`src/rtl/uart_pkt_pkg.sv`:
```
// Shared types and constants for the UART receive packet framing controller.
package uart_pkt_pkg;

   // Framing FSM states; encodings 5..7 are illegal and fall back to S_SYNC.
   typedef enum logic [2:0] {
      S_SYNC    = 3'd0,
      S_LEN     = 3'd1,
      S_PAYLOAD = 3'd2,
      S_CHK     = 3'd3,
      S_DRAIN   = 3'd4
   } pktState_e;

   localparam logic [1:0] ERR_NONE    = 2'b00;
   localparam logic [1:0] ERR_LEN     = 2'b01;
   localparam logic [1:0] ERR_CHK     = 2'b10;
   localparam logic [1:0] ERR_TIMEOUT = 2'b11;

   localparam logic [7:0] DEFAULT_SYNC_BYTE = 8'hA5;

endpackage

```
`src/rtl/uart_pkt_buf.sv`:
```
// Payload store: MAX_LEN x 8 register file, one synchronous write port and
// one combinational read port. Out-of-range addresses write nothing and read 0.
module uart_pkt_buf #(
   parameter int unsigned MAX_LEN = 16
) (
   input  logic       clk_i,
   input  logic       we_i,
   input  logic [7:0] waddr_i,
   input  logic [7:0] wdata_i,
   input  logic [7:0] raddr_i,
   output logic [7:0] rdata_o
);

   localparam int unsigned AW = (MAX_LEN > 1) ? $clog2(MAX_LEN) : 1;

   logic [7:0] mem_q [MAX_LEN];

   // Contents are don't-care after reset, so the array carries no reset.
   always_ff @(posedge clk_i) begin
      if (we_i && (waddr_i < 8'(MAX_LEN))) begin
         mem_q[waddr_i[AW-1:0]] <= wdata_i;
      end
   end

   // Guarded read keeps the index inside the array for any address value.
   always_comb begin
      rdata_o = 8'h00;
      if (raddr_i < 8'(MAX_LEN)) begin
         rdata_o = mem_q[raddr_i[AW-1:0]];
      end
   end

endmodule

```
`src/rtl/uart_rx_pkt_ctrl.sv`:
```
// Framing controller behind the UART receiver: hunts for SYNC, captures LEN,
// payload and XOR checksum, then drains the stored payload on a valid/ready
// stream once the checksum passes.
// Optional feature macro: UART_RX_PKT_TIMEOUT_EN adds the inter-byte timeout.
module uart_rx_pkt_ctrl
   import uart_pkt_pkg::*;
#(
   parameter int unsigned MAX_LEN      = 16,
   parameter logic [7:0]  SYNC_BYTE    = DEFAULT_SYNC_BYTE,
   parameter int unsigned TIMEOUT_CLKS = 17360
) (
   input  logic       i_clk,
   input  logic       i_rst,
   input  logic [7:0] i_Rx_Byte,
   input  logic       i_Rx_DV,
   output logic [7:0] o_Pkt_Data,
   output logic       o_Pkt_Valid,
   input  logic       i_Pkt_Ready,
   output logic       o_Pkt_Last,
   output logic [7:0] o_Pkt_Len,
   output logic       o_Frame_Err,
   output logic [1:0] o_Err_Code,
   output logic       o_Overrun
);

   if ((MAX_LEN < 2) || (MAX_LEN > 255) || (TIMEOUT_CLKS < 2)) begin : g_paramCheck
      $error("uart_rx_pkt_ctrl: MAX_LEN must be 2..255 and TIMEOUT_CLKS at least 2");
   end

   pktState_e  state_q, state_d;
   logic [7:0] len_q, len_d;
   logic [7:0] chk_q, chk_d;
   logic [7:0] wrIdx_q, wrIdx_d;
   logic [7:0] rdIdx_q, rdIdx_d;
   logic [7:0] pktData_q, pktData_d;
   logic       pktValid_q, pktValid_d;
   logic       pktLast_q, pktLast_d;
   logic [7:0] pktLen_q, pktLen_d;
   logic       frameErr_q, frameErr_d;
   logic [1:0] errCode_q, errCode_d;
   logic       overrun_q, overrun_d;

   logic       bufWe;
   logic [7:0] bufRaddr;
   logic [7:0] bufRdata;
   logic       toExpire;

   uart_pkt_buf #(
      .MAX_LEN (MAX_LEN)
   ) u_buf (
      .clk_i   (i_clk),
      .we_i    (bufWe),
      .waddr_i (wrIdx_q),
      .wdata_i (i_Rx_Byte),
      .raddr_i (bufRaddr),
      .rdata_o (bufRdata)
   );

`ifdef UART_RX_PKT_TIMEOUT_EN
   localparam int unsigned TO_W = $clog2(TIMEOUT_CLKS);

   logic [TO_W-1:0] toCnt_q, toCnt_d;
   logic            inFrame;

   assign inFrame  = (state_q == S_LEN) || (state_q == S_PAYLOAD) || (state_q == S_CHK);
   assign toExpire = inFrame && !i_Rx_DV && (toCnt_q == TO_W'(TIMEOUT_CLKS - 1));

   // Idle counter runs only mid-frame; any DV (or leaving the frame) clears it.
   always_comb begin
      toCnt_d = '0;
      if (inFrame && !i_Rx_DV && !toExpire) begin
         toCnt_d = toCnt_q + TO_W'(1);
      end
   end

   // Timeout counter register.
   always_ff @(posedge i_clk or posedge i_rst) begin
      if (i_rst) begin
         toCnt_q <= '0;
      end else begin
         toCnt_q <= toCnt_d;
      end
   end
`else
   assign toExpire = 1'b0;
`endif

   // Next-state and next-output logic; outputs are computed one cycle ahead so
   // every port comes straight from a flop.
   always_comb begin
      state_d    = state_q;
      len_d      = len_q;
      chk_d      = chk_q;
      wrIdx_d    = wrIdx_q;
      rdIdx_d    = rdIdx_q;
      pktData_d  = pktData_q;
      pktValid_d = pktValid_q;
      pktLast_d  = pktLast_q;
      pktLen_d   = pktLen_q;
      frameErr_d = 1'b0;
      errCode_d  = errCode_q;
      overrun_d  = 1'b0;
      bufWe      = 1'b0;
      bufRaddr   = (state_q == S_DRAIN) ? (rdIdx_q + 8'd1) : 8'd0;

      case (state_q)
         S_SYNC: begin
            if (i_Rx_DV && (i_Rx_Byte == SYNC_BYTE)) begin
               state_d = S_LEN;
            end
         end
         S_LEN: begin
            if (i_Rx_DV) begin
               if ((i_Rx_Byte == 8'd0) || (i_Rx_Byte > 8'(MAX_LEN))) begin
                  frameErr_d = 1'b1;
                  errCode_d  = ERR_LEN;
                  state_d    = S_SYNC;
               end else begin
                  len_d   = i_Rx_Byte;
                  chk_d   = i_Rx_Byte;
                  wrIdx_d = 8'd0;
                  state_d = S_PAYLOAD;
               end
            end
         end
         S_PAYLOAD: begin
            if (i_Rx_DV) begin
               bufWe   = 1'b1;
               chk_d   = chk_q ^ i_Rx_Byte;
               wrIdx_d = wrIdx_q + 8'd1;
               if ((wrIdx_q + 8'd1) == len_q) begin
                  state_d = S_CHK;
               end
            end
         end
         S_CHK: begin
            if (i_Rx_DV) begin
               if (i_Rx_Byte == chk_q) begin
                  state_d    = S_DRAIN;
                  rdIdx_d    = 8'd0;
                  pktValid_d = 1'b1;
                  pktData_d  = bufRdata;
                  pktLast_d  = (len_q == 8'd1);
                  pktLen_d   = len_q;
               end else begin
                  frameErr_d = 1'b1;
                  errCode_d  = ERR_CHK;
                  state_d    = S_SYNC;
               end
            end
         end
         S_DRAIN: begin
            if (i_Rx_DV) begin
               overrun_d = 1'b1;
            end
            if (pktValid_q && i_Pkt_Ready) begin
               if (pktLast_q) begin
                  pktValid_d = 1'b0;
                  pktLast_d  = 1'b0;
                  state_d    = S_SYNC;
               end else begin
                  rdIdx_d   = rdIdx_q + 8'd1;
                  pktData_d = bufRdata;
                  pktLast_d = ((rdIdx_q + 8'd1) == (len_q - 8'd1));
               end
            end
         end
         default: begin
            state_d    = S_SYNC;
            pktValid_d = 1'b0;
            pktLast_d  = 1'b0;
         end
      endcase

      if (toExpire) begin
         frameErr_d = 1'b1;
         errCode_d  = ERR_TIMEOUT;
         state_d    = S_SYNC;
      end
   end

   // State, datapath and output registers; reset discards any frame in flight.
   always_ff @(posedge i_clk or posedge i_rst) begin
      if (i_rst) begin
         state_q    <= S_SYNC;
         len_q      <= 8'd0;
         chk_q      <= 8'd0;
         wrIdx_q    <= 8'd0;
         rdIdx_q    <= 8'd0;
         pktData_q  <= 8'd0;
         pktValid_q <= 1'b0;
         pktLast_q  <= 1'b0;
         pktLen_q   <= 8'd0;
         frameErr_q <= 1'b0;
         errCode_q  <= ERR_NONE;
         overrun_q  <= 1'b0;
      end else begin
         state_q    <= state_d;
         len_q      <= len_d;
         chk_q      <= chk_d;
         wrIdx_q    <= wrIdx_d;
         rdIdx_q    <= rdIdx_d;
         pktData_q  <= pktData_d;
         pktValid_q <= pktValid_d;
         pktLast_q  <= pktLast_d;
         pktLen_q   <= pktLen_d;
         frameErr_q <= frameErr_d;
         errCode_q  <= errCode_d;
         overrun_q  <= overrun_d;
      end
   end

   assign o_Pkt_Data  = pktData_q;
   assign o_Pkt_Valid = pktValid_q;
   assign o_Pkt_Last  = pktLast_q;
   assign o_Pkt_Len   = pktLen_q;
   assign o_Frame_Err = frameErr_q;
   assign o_Err_Code  = errCode_q;
   assign o_Overrun   = overrun_q;

endmodule

```
`config.mk`:
```
export PLATFORM = sky130hd
export DESIGN_NAME = uart_rx_pkt_ctrl
export DESIGN_NICKNAME = d
export VERILOG_FILES = /design/src/rtl/uart_pkt_pkg.sv /design/src/rtl/uart_pkt_buf.sv /design/src/rtl/uart_rx_pkt_ctrl.sv
export SDC_FILE = /design/constraint.sdc
export NUM_CORES = 1
export LEC_CHECK = 0
export ABC_AREA = 0
export BUFFER_PORTS_ARGS = -buffer_cell sky130_fd_sc_hd__buf_2
export CELL_PAD_IN_SITES_DETAIL_PLACEMENT = 1
export CELL_PAD_IN_SITES_GLOBAL_PLACEMENT = 1
export CORE_MARGIN = 2
export CORE_UTILIZATION = 55
export CTS_CLUSTER_DIAMETER = 30
export DETAILED_ROUTE_END_ITERATION = 8
export GPL_ROUTABILITY_DRIVEN = 0
export PLACE_DENSITY = 0.88
export SYNTH_ARGS = -nofsm -noshare
export SYNTH_HDL_FRONTEND = slang
export SYNTH_SLANG_ARGS = --single-unit
```
`constraint.sdc`:
```
create_clock -name i_clk -period 6.63 [get_ports i_clk]
set_clock_uncertainty 0.15 [all_clocks]
set_input_delay 1.326 -clock i_clk [delete_from_list [all_inputs] [get_ports i_clk]]
set_output_delay 1.326 -clock i_clk [all_outputs]
set_load 0.02 [all_outputs]
```
* Yosys cells after proc, flatten, opt, wreduce, memory -nomap -nowiden *
Memory sizes are Yosys's and may differ from the RTL's.
Index checks and enable logic that the tools add are counted.

storage, ports and cells
  flip-flop bits (word level) = 57
  memory bits (writable) = 128
  output and inout bits = 22
  word-level logic and storage cells = 116
  memories kept = 1

operators by class
  $add $sub $neg = 3
  $lt $le $gt $ge = 3
  equal/unequal tests = 21
  mux-type cells = 55
  bitwise gates (word level) = 3
  reductions and logical operators = 18

memories
  memory       depth  bits a word  read ports  clocked after memory_dff  write ports  line                text
  u_buf.mem_q  16     8            1           0                         1            uart_pkt_buf.sv:16  logic [7:0] mem_q [MAX_LEN];

operator list
  kind                 count
  $mux 8               16
  $pmux 8 s2           4
  $eq 8x8->1           3
  $mux 3               8
  $ne 2x2->1 const B   11
  $mux 1               17
  $add 8x1->8 const B  2
  $lt 8x5->1 const B   2
  $pmux 3 s5           1
  $reduce_and 5->1     3
  $mux 2               5
  $eq 8x1->1 const B   1
  $eq 8x8->1 const B   1
  $gt 8x5->1 const B   1
  $logic_not 8->1      1
  $reduce_and 4->1     2
  $sub 8x1->8 const B  1
  $xor 8x8->8          1
  $reduce_and 7->1     1
  $eq 3x2->1 const B   2
  $pmux 1 s3           2
  $reduce_and 3->1     2
  $reduce_bool 2->1    3
  $pmux 2 s2           1
  other kinds (9)      12

* Longest topological paths before layout *
Gate-level depths: netlist of the first run.

  depth after elaboration = 7
  gate-level depth with buffers = 9
  depth with buffers taken out = 8

* Cells and area by module *
A second synthesis of the first run with hierarchy kept.

second synthesis, totals
  cell total of the unflattened synthesis = 544
  area total of the unflattened synthesis = 8126.5 µm²

by module, submodules not included
  module            times used  cells an instance  area each (µm²)  seq. area each (µm²)
  uart_pkt_buf      1           249                5062.4           3843.7
  uart_rx_pkt_ctrl  1           295                3064.2           1426.4

* Worst setup path after synthesis of the first run *
No wires, ideal clock.

  path kind = input to register
  start point = in i_Rx_DV
  end point = mem u_buf.mem_q[0][0], enable pin
  library setup time = 0.383 ns
  arrival time = 2.721 ns
  data required time = 6.097 ns
  setup slack = 3.375 ns
  stages = 5
  buffers on the path = 1
  path through = clkbuf_1 nand2_1 nor2_1 nand2_1 nor3_1

on the way
  longest elaborated chain between the ends = 5

RTL lines
  what                          line                     text
  start, declared               uart_rx_pkt_ctrl.sv:15   input logic i_Rx_DV,
  $mux 1                        uart_rx_pkt_ctrl.sv:127  if (i_Rx_DV) begin
  $mux 1                        uart_rx_pkt_ctrl.sv:106  case (state_q)
  $logic_and 1x1->1             uart_pkt_buf.sv:20       if (we_i && (waddr_i < 8'(MAX_LEN))) begin
  $mux 1                        uart_pkt_buf.sv:20
  $mux 1 (not written as such)  uart_pkt_buf.sv:21       mem_q[waddr_i[AW-1:0]] <= wdata_i;
  end, declared                 uart_pkt_buf.sv:16

No other way between the ends.

* Final worst setup path of the first run *
  start point = reg state_q[1]
  end point = mem u_buf.mem_q[0][6], enable pin

on the way
  longest elaborated chain between the ends = 5

RTL lines
  what                          line                     text
  start, declared               uart_rx_pkt_ctrl.sv:30   pktState_e state_q, state_d;
  start signal, assigned        uart_rx_pkt_ctrl.sv:198  state_q <= state_d;
  $eq 3x2->1                    uart_rx_pkt_ctrl.sv:106
  $mux 1                        uart_rx_pkt_ctrl.sv:106
  $logic_and 1x1->1             uart_pkt_buf.sv:20
  $mux 1                        uart_pkt_buf.sv:20
  $mux 1 (not written as such)  uart_pkt_buf.sv:21

No other way between the ends.

==> flow_metrics.tcl, run 1 <==
set metrics [dict create \
    status "finished, final reports clean" \
    crit_fanout 18 \
    grt_pass1_wl_um 36800 \
    synth_area_leader_cell "edfxtp_1" \
    viasPerCell 6.78 \
    ant_nets 0 \
    htree_levels 4 \
    final_area_um2 9080 \
    synth_commonest_cells "128 x edfxtp_1, 70 x nand2_1, 57 x dfrtp_1" \
    cts_root_buffer "clkbuf_16" \
    fillCellCount 1396 \
    async_reset_ff_share_pct 30.8 \
    synth_area_per_cell_um2 13.1 \
    cts_resized 0 \
    max_clock_freq_mhz 232 \
    critPathKind "reg -> reg" \
    yosysMostFrequentCell "edfxtp_1" \
    start_util_pct 56.5 \
    grt_pass1_vias 6041 \
    cts.sinks 185 \
    wl_um 23900 \
    drive_above_1_share_pct 16.1 \
    drt_iter0_markers 602 \
    slew_headroom_pct 8.59 \
    drv_slew 0 \
    clockBufferDepth 2 \
    synth_edf_count 128 \
    total_leakage_power_nw 3.34 \
    antenna_found_initial 0 \
    drc_errors 0 \
    cts_tree "built" \
    grt_start_max_net_pins 44 \
    area.growth.synth_to_final_pct 10.2 \
    first_pass_iters 5 \
    ys_types 53 \
    critPathRequiredTime_ns 6.52 \
    core_area_um2 14600 \
    min_path_type "reg -> reg" \
    synth_seq_cells 185 \
    synthesis.area_um2 8240 \
    port_buffers 33 \
    rsz0062_at_grt "false" \
    layout.nets 666 \
    ys_warn_count 0 \
    dieArea_um2 16000 \
    arrival_ns 4.20 \
    peakVddDrop_uv 185 \
    fin_crit_sh_pct 65.0 \
    finalWorstSetupSlack_ns 2.32 \
    period_minus_slack_ns 4.31 \
    dpl_cell_area_um2 8510 \
    hold_buffers 0 \
    synthFlopType "edfxtp_1" \
    cellPowerDensity_nw_per_um2 307 \
    setup_viol 0 \
    worst_pin_slew_ns 1.36 \
    place_hpwl_um 14500 \
    end_kind "flop" \
    num_vias 5722 \
    synth.yosys.seq_area_share_pct 63.9 \
    whs_path_depth 2 \
    clk_latency_ns 0.44 \
    tns_ns 0 \
    synthesis.nets 646 \
    cts_setup_buffers 0 \
    reg2reg_depth 5 \
    cts.clk_slew.worst_paths_ns 0.07 \
    hold_viol_final 0 \
    worstSetupStartpointType "flop" \
    antenna_cells 0 \
    yosys-top-cells-area "edfxtp_1 47%, dfrtp_1 17%, xnor2_1 3.3%, nand2_1 3.2%, mux2_2 2.3%" \
    fp.dieH_um 126 \
    row_count 44 \
    synthCells 627 \
    wl_per_cell_um 28.3 \
    grt_usage_pct 30.8 \
    holdWs_ns 0.339 \
    dp_worst_setup_slack_ns 2.42 \
    cts_buffers 17 \
    ios 34 \
    overflow 0 \
    maxCapViolations 0 \
    synth_top_area_share_pct 46.6 \
    fp.dieW_um 126 \
]
## cells in the final DEF (no fill, tap or decap), types with 7 or more instances in the layout
master     synthesis  final
edfxtp_1         128    128
nand2_1           70     70
dfrtp_1           57     57
buf_2              9     33
xnor2_1           31     31
nor2_1            26     26
o21ai_0           24     24
a21oi_1           22     22
nand3_1           20     20
mux2_2            17     17
mux2i_1           17     17
clkbuf_16          0     17
a221oi_1          14     14
nor3_1            15     13
o31ai_1           12     12
xor2_1            11     11
a31oi_1           10     10
inv_1             10      9
buf_4              4      8
and2_1             7      7
ha_1               7      7
## logic make-up after synthesis
family	count (synthesis)	synth area share [%]
flops	185	63.9
simple gates	177	10.5
compound gates	122	10.2
buf+inv	51	2.73
mux	43	7.03
xor+xnor	42	4.46
fa+ha+maj	7	1.06
## per-stage QoR
step | instances | util [%] | power (W)
CTS | 843 | 62.1 | 0.00278
global route | 844 | 62.3 | 0.00286
global placement | 811 | 58.3 | 0.00179
floorplan | 627 | - | 0.00165
detailed placement | 811 | 58.3 | 0.00182
finish | 844 | 62.3 | 0.00279
## final timing paths
path | startpoint | end | slack, ns
worst max register to register | state_q[1] | u_buf.mem_q[0][6] | 2.32
worst min register to register | o_Pkt_Len[0] | o_Pkt_Len[0] | 0.34
min in group asynchronous | i_rst | rdIdx_q[4] | 0.76
worst max-delay path | state_q[1] | u_buf.mem_q[0][6] | 2.32
worst min-delay path | o_Pkt_Len[0] | o_Pkt_Len[0] | 0.34
max in group asynchronous | i_rst | len_q[2] | 4.68
## sequential cells by signal, indices dropped and copies added, names as in the netlist
signal	cells
o_Frame_Err	1
o_Pkt_Valid	1
o_Pkt_Len	8
len_q	8
state_q	3
wrIdx_q	8
o_Pkt_Last	1
o_Pkt_Data	8
u_buf.mem_q	128
o_Overrun	1
chk_q	8
rdIdx_q	8
o_Err_Code	2
## where the power goes
group | switching [W] | total (W) | internal, W
combinational | 0.000333 | 0.000494 | 0.000161
sequential | 0.0000406 | 0.00132 | 0.00128
clock | 0.000457 | 0.000975 | 0.000519
## layer usage
| metal | track usage (%) | vias up | wire, um |
|---|---|---|---|
| met1 | 39.6 | 2958 | 9260 |
| li1 | - | 2406 | - |
| met2 | 52.2 | 286 | 12400 |
| met5 | 0 | - | 0 |
| met3 | 5.10 | 72 | 1430 |
| met4 | 13.0 | 0 | 826 |
## worst max-delay path: stages (launching register included)
cell	delay [ns]
dfrtp_1	0.54
nor3b_2	0.85
nand2_1	0.63
nor2_1	0.43
nand2_1	0.23
nor3_1	1.08
## layout make-up
type | instances | area, um^2 | share of cell area (%)
well taps | 184 | 230 | 2.53
inverters | 10 | 37.5 | 0.413
clock buffers | 18 | 429 | 4.73
clock inverters | 14 | 125 | 1.38
multi-input cells | 391 | 2760 | 30.4
repair buffers | 42 | 233 | 2.56
flip-flops and latches | 185 | 5270 | 58.0
(Power assumes the default switching activity.)
==> run 2, diff against run 1 <==
Settings changed: ABC_AREA 0 to 1, CORE_UTILIZATION 55 to 48, PLACE_DENSITY 0.88 to 0.83.
Clock period 6.63 ns to 4.2 ns, I/O delays scaled along.
==> run 2 against run 1 <==
Net effect: critical path depth rose by 2; flip-flop and latch count did not move; worst setup slack got worse by 1.1 ns; critical path type unchanged; synthesized cell count rose by 48%; clock power rose by 58%; largest power group unchanged; power rose by 31%.
==> flow_metrics.tcl, run 2 <==
set metrics [dict create \
    drt_iter0_markers 560 \
    met3WireLength_um 1910 \
    power_frac_comb_pct 3.4 \
    synthesis.nets 946 \
    fp.dieW_um 138 \
    sw_frac_of_total_pct 23.7 \
    antenna_cells 0 \
    wl_um 24600 \
    hold_viol_final 0 \
    layout_common_cells "301 x nand2_1, 142 x nand3_1, 128 x edfxtp_1" \
    met2_length_um 11700 \
    drt-met1-wl_um 10400 \
    clk_latency_ns 0.45 \
    period_minus_slack_ns 2.97 \
    stdcell_count 1206 \
    cts.clk_slew.worst_paths_ns 0.07 \
    dieArea_um2 19100 \
    port_buffers 33 \
    critPathRequiredTime_ns 4.13 \
    synth_seq_cells 185 \
    arrival_ns 2.90 \
    synth_edf_count 128 \
    rsz0062_at_grt "false" \
    antenna_found_initial 0 \
    pwr-share-clk_pct 42.4 \
    regToRegSetupSlack_ns 1.23 \
    max_clock_freq_mhz 336 \
    power.switching_w 0.000863 \
    cts_buffers 17 \
    overflow 0 \
    grt_pass1_vias 7091 \
    cp_cell_sequence "nor2_1 -> nand2_2 -> nor2_1 -> nand4_1 -> inv_1 -> nand2_1 -> nor2_1" \
    hold_buffers 0 \
    setup_viol 0 \
    worst_pin_slew_ns 1.01 \
    cp_top_family "simple AND/OR/NAND/NOR gates" \
    power_w 0.00364 \
    synth.yosys.seq_area_share_pct 61.0 \
    yosys-top-cells-area "edfxtp_1 44%, dfrtp_1 17%, nand2_1 13%, nand3_1 8.2%, inv_1 3.3%" \
    clockBufferDepth 2 \
    seqPwrFrac_pct 54.1 \
    status "finished, final reports clean" \
    synth_area_per_cell_um2 9.32 \
    ant_nets 0 \
    grt_pass1_wl_um 39300 \
    total_leakage_power_nw 4.19 \
    power.internal_w 0.00278 \
    synth_area_leader_cell "edfxtp_1" \
    cts_resized 0 \
    core_area_um2 17800 \
    synthFlopType "edfxtp_1" \
    synthCells 927 \
    ys_types 29 \
    row_count 49 \
    drive_above_1_share_pct 10.2 \
    drc_errors 0 \
    grt_start_max_net_pins 44 \
    dp.cells 1174 \
    fp.dieH_um 138 \
    fin_crit_sh_pct 70.8 \
    critPathKind "reg -> reg" \
    synth_commonest_cells "301 x nand2_1, 142 x nand3_1, 128 x edfxtp_1" \
    drv_slew 0 \
    layout.nets 983 \
    maxCapViolations 0 \
    cp_common_cell "nor2_1" \
    start_util_pct 48.6 \
    top_layer_used "met4" \
    tns_ns 0 \
    wl_per_cell_um 20.4 \
    cts_tree "built" \
    peakVddDrop_uv 312 \
    cp_slowest_cell "nor2_1" \
    worstSetupStartpointType "flop" \
    critPathBufInv 1 \
    cellPowerDensity_nw_per_um2 380 \
    largest_register_ffs 128 \
    place_hpwl_um 17100 \
    cpPeakStageDelay_ns 0.67 \
    final_common_cell "nand2_1" \
    crit_fanout 19 \
    yosysMostFrequentCell "nand2_1" \
    async_reset_ff_share_pct 30.8 \
    cts.sinks 185 \
    cts_root_buffer "clkbuf_16" \
    cts_setup_buffers 0 \
    ios 34 \
    synth_top_area_share_pct 44.5 \
    end_kind "flop" \
    htree_levels 4 \
    num_vias 6769 \
    slew_headroom_pct 32.3 \
    synthesis.area_um2 8640 \
    viasPerCell 5.61 \
    grt_usage_pct 26.8 \
    first_pass_iters 5 \
    ys_warn_count 0 \
    area.growth.synth_to_final_pct 10.8 \
    min_path_type "reg -> reg" \
]
-- run 2: power by group through the flow --
stage          clock network [W]  logic (W)  registers [W]
3_5_place_dp                   0   0.000124        0.00201
3_3_place_gp                   0   0.000120        0.00201
5_1_grt                  0.00163   0.000137        0.00197
2_1_floorplan                  0  0.0000583        0.00201
6_report                 0.00154   0.000125        0.00197
4_1_cts                  0.00156   0.000126        0.00197
-- run 2: area by class of cell --
class / instances / area (um^2)
fill: 2034 / 8210
sequential: 185 / 5270
multi-input combinational: 630 / 2890
clock buffer: 18 / 429
inverter: 86 / 323
tap: 229 / 287
timing repair buffer: 44 / 248
clock inverter: 14 / 129
-- run 2: final timing paths --
path | startpoint | cells after the start | endpoint
worst min register to register | o_Pkt_Data[6] | 2 | o_Pkt_Data[6]
worst min-delay path | o_Pkt_Data[6] | 2 | o_Pkt_Data[6]
max in group asynchronous | i_rst | 3 | o_Pkt_Len[0]
min in group asynchronous | i_rst | 2 | o_Pkt_Valid
worst max register to register | state_q[2] | 7 | u_buf.mem_q[3][7]
worst max-delay path | state_q[2] | 7 | u_buf.mem_q[3][7]
-- run 2: logic make-up after synthesis --
kind of cell	after synthesis	synth area share, %
flops	185	61.0
simple gates	538	26.6
xor+xnor	10	1.01
compound gates	75	4.78
fa+ha+maj	7	1.01
buf+inv	112	5.56
-- run 2: worst min-delay path, stage by stage, from the launching register on --
cell and delay [ns]:
dfrtp_1 0.35, nand2_1 0.05, nand2_1 0.05
-- run 2: metrics by stage --
stage / setup slack [ns] / utilization [%] / cell area, um^2 / hold WS, ns
after floorplan: 1.81 / - / 8640 / 0.334
after global placement: 1.18 / 50.7 / 9010 / 0.311
after detailed placement: 1.08 / 50.7 / 9010 / 0.323
after CTS: 1.26 / 53.8 / 9570 / 0.341
after global routing: 1.01 / 53.8 / 9570 / 0.358
final: 1.23 / 53.8 / 9570 / 0.335
-- run 2: per-layer routing --
metal,up-vias,GRT usage [%]
li1,3168,-
met3,45,7.34
met1,3302,35.7
met2,254,42.8
met5,-,0
met4,0,9.34
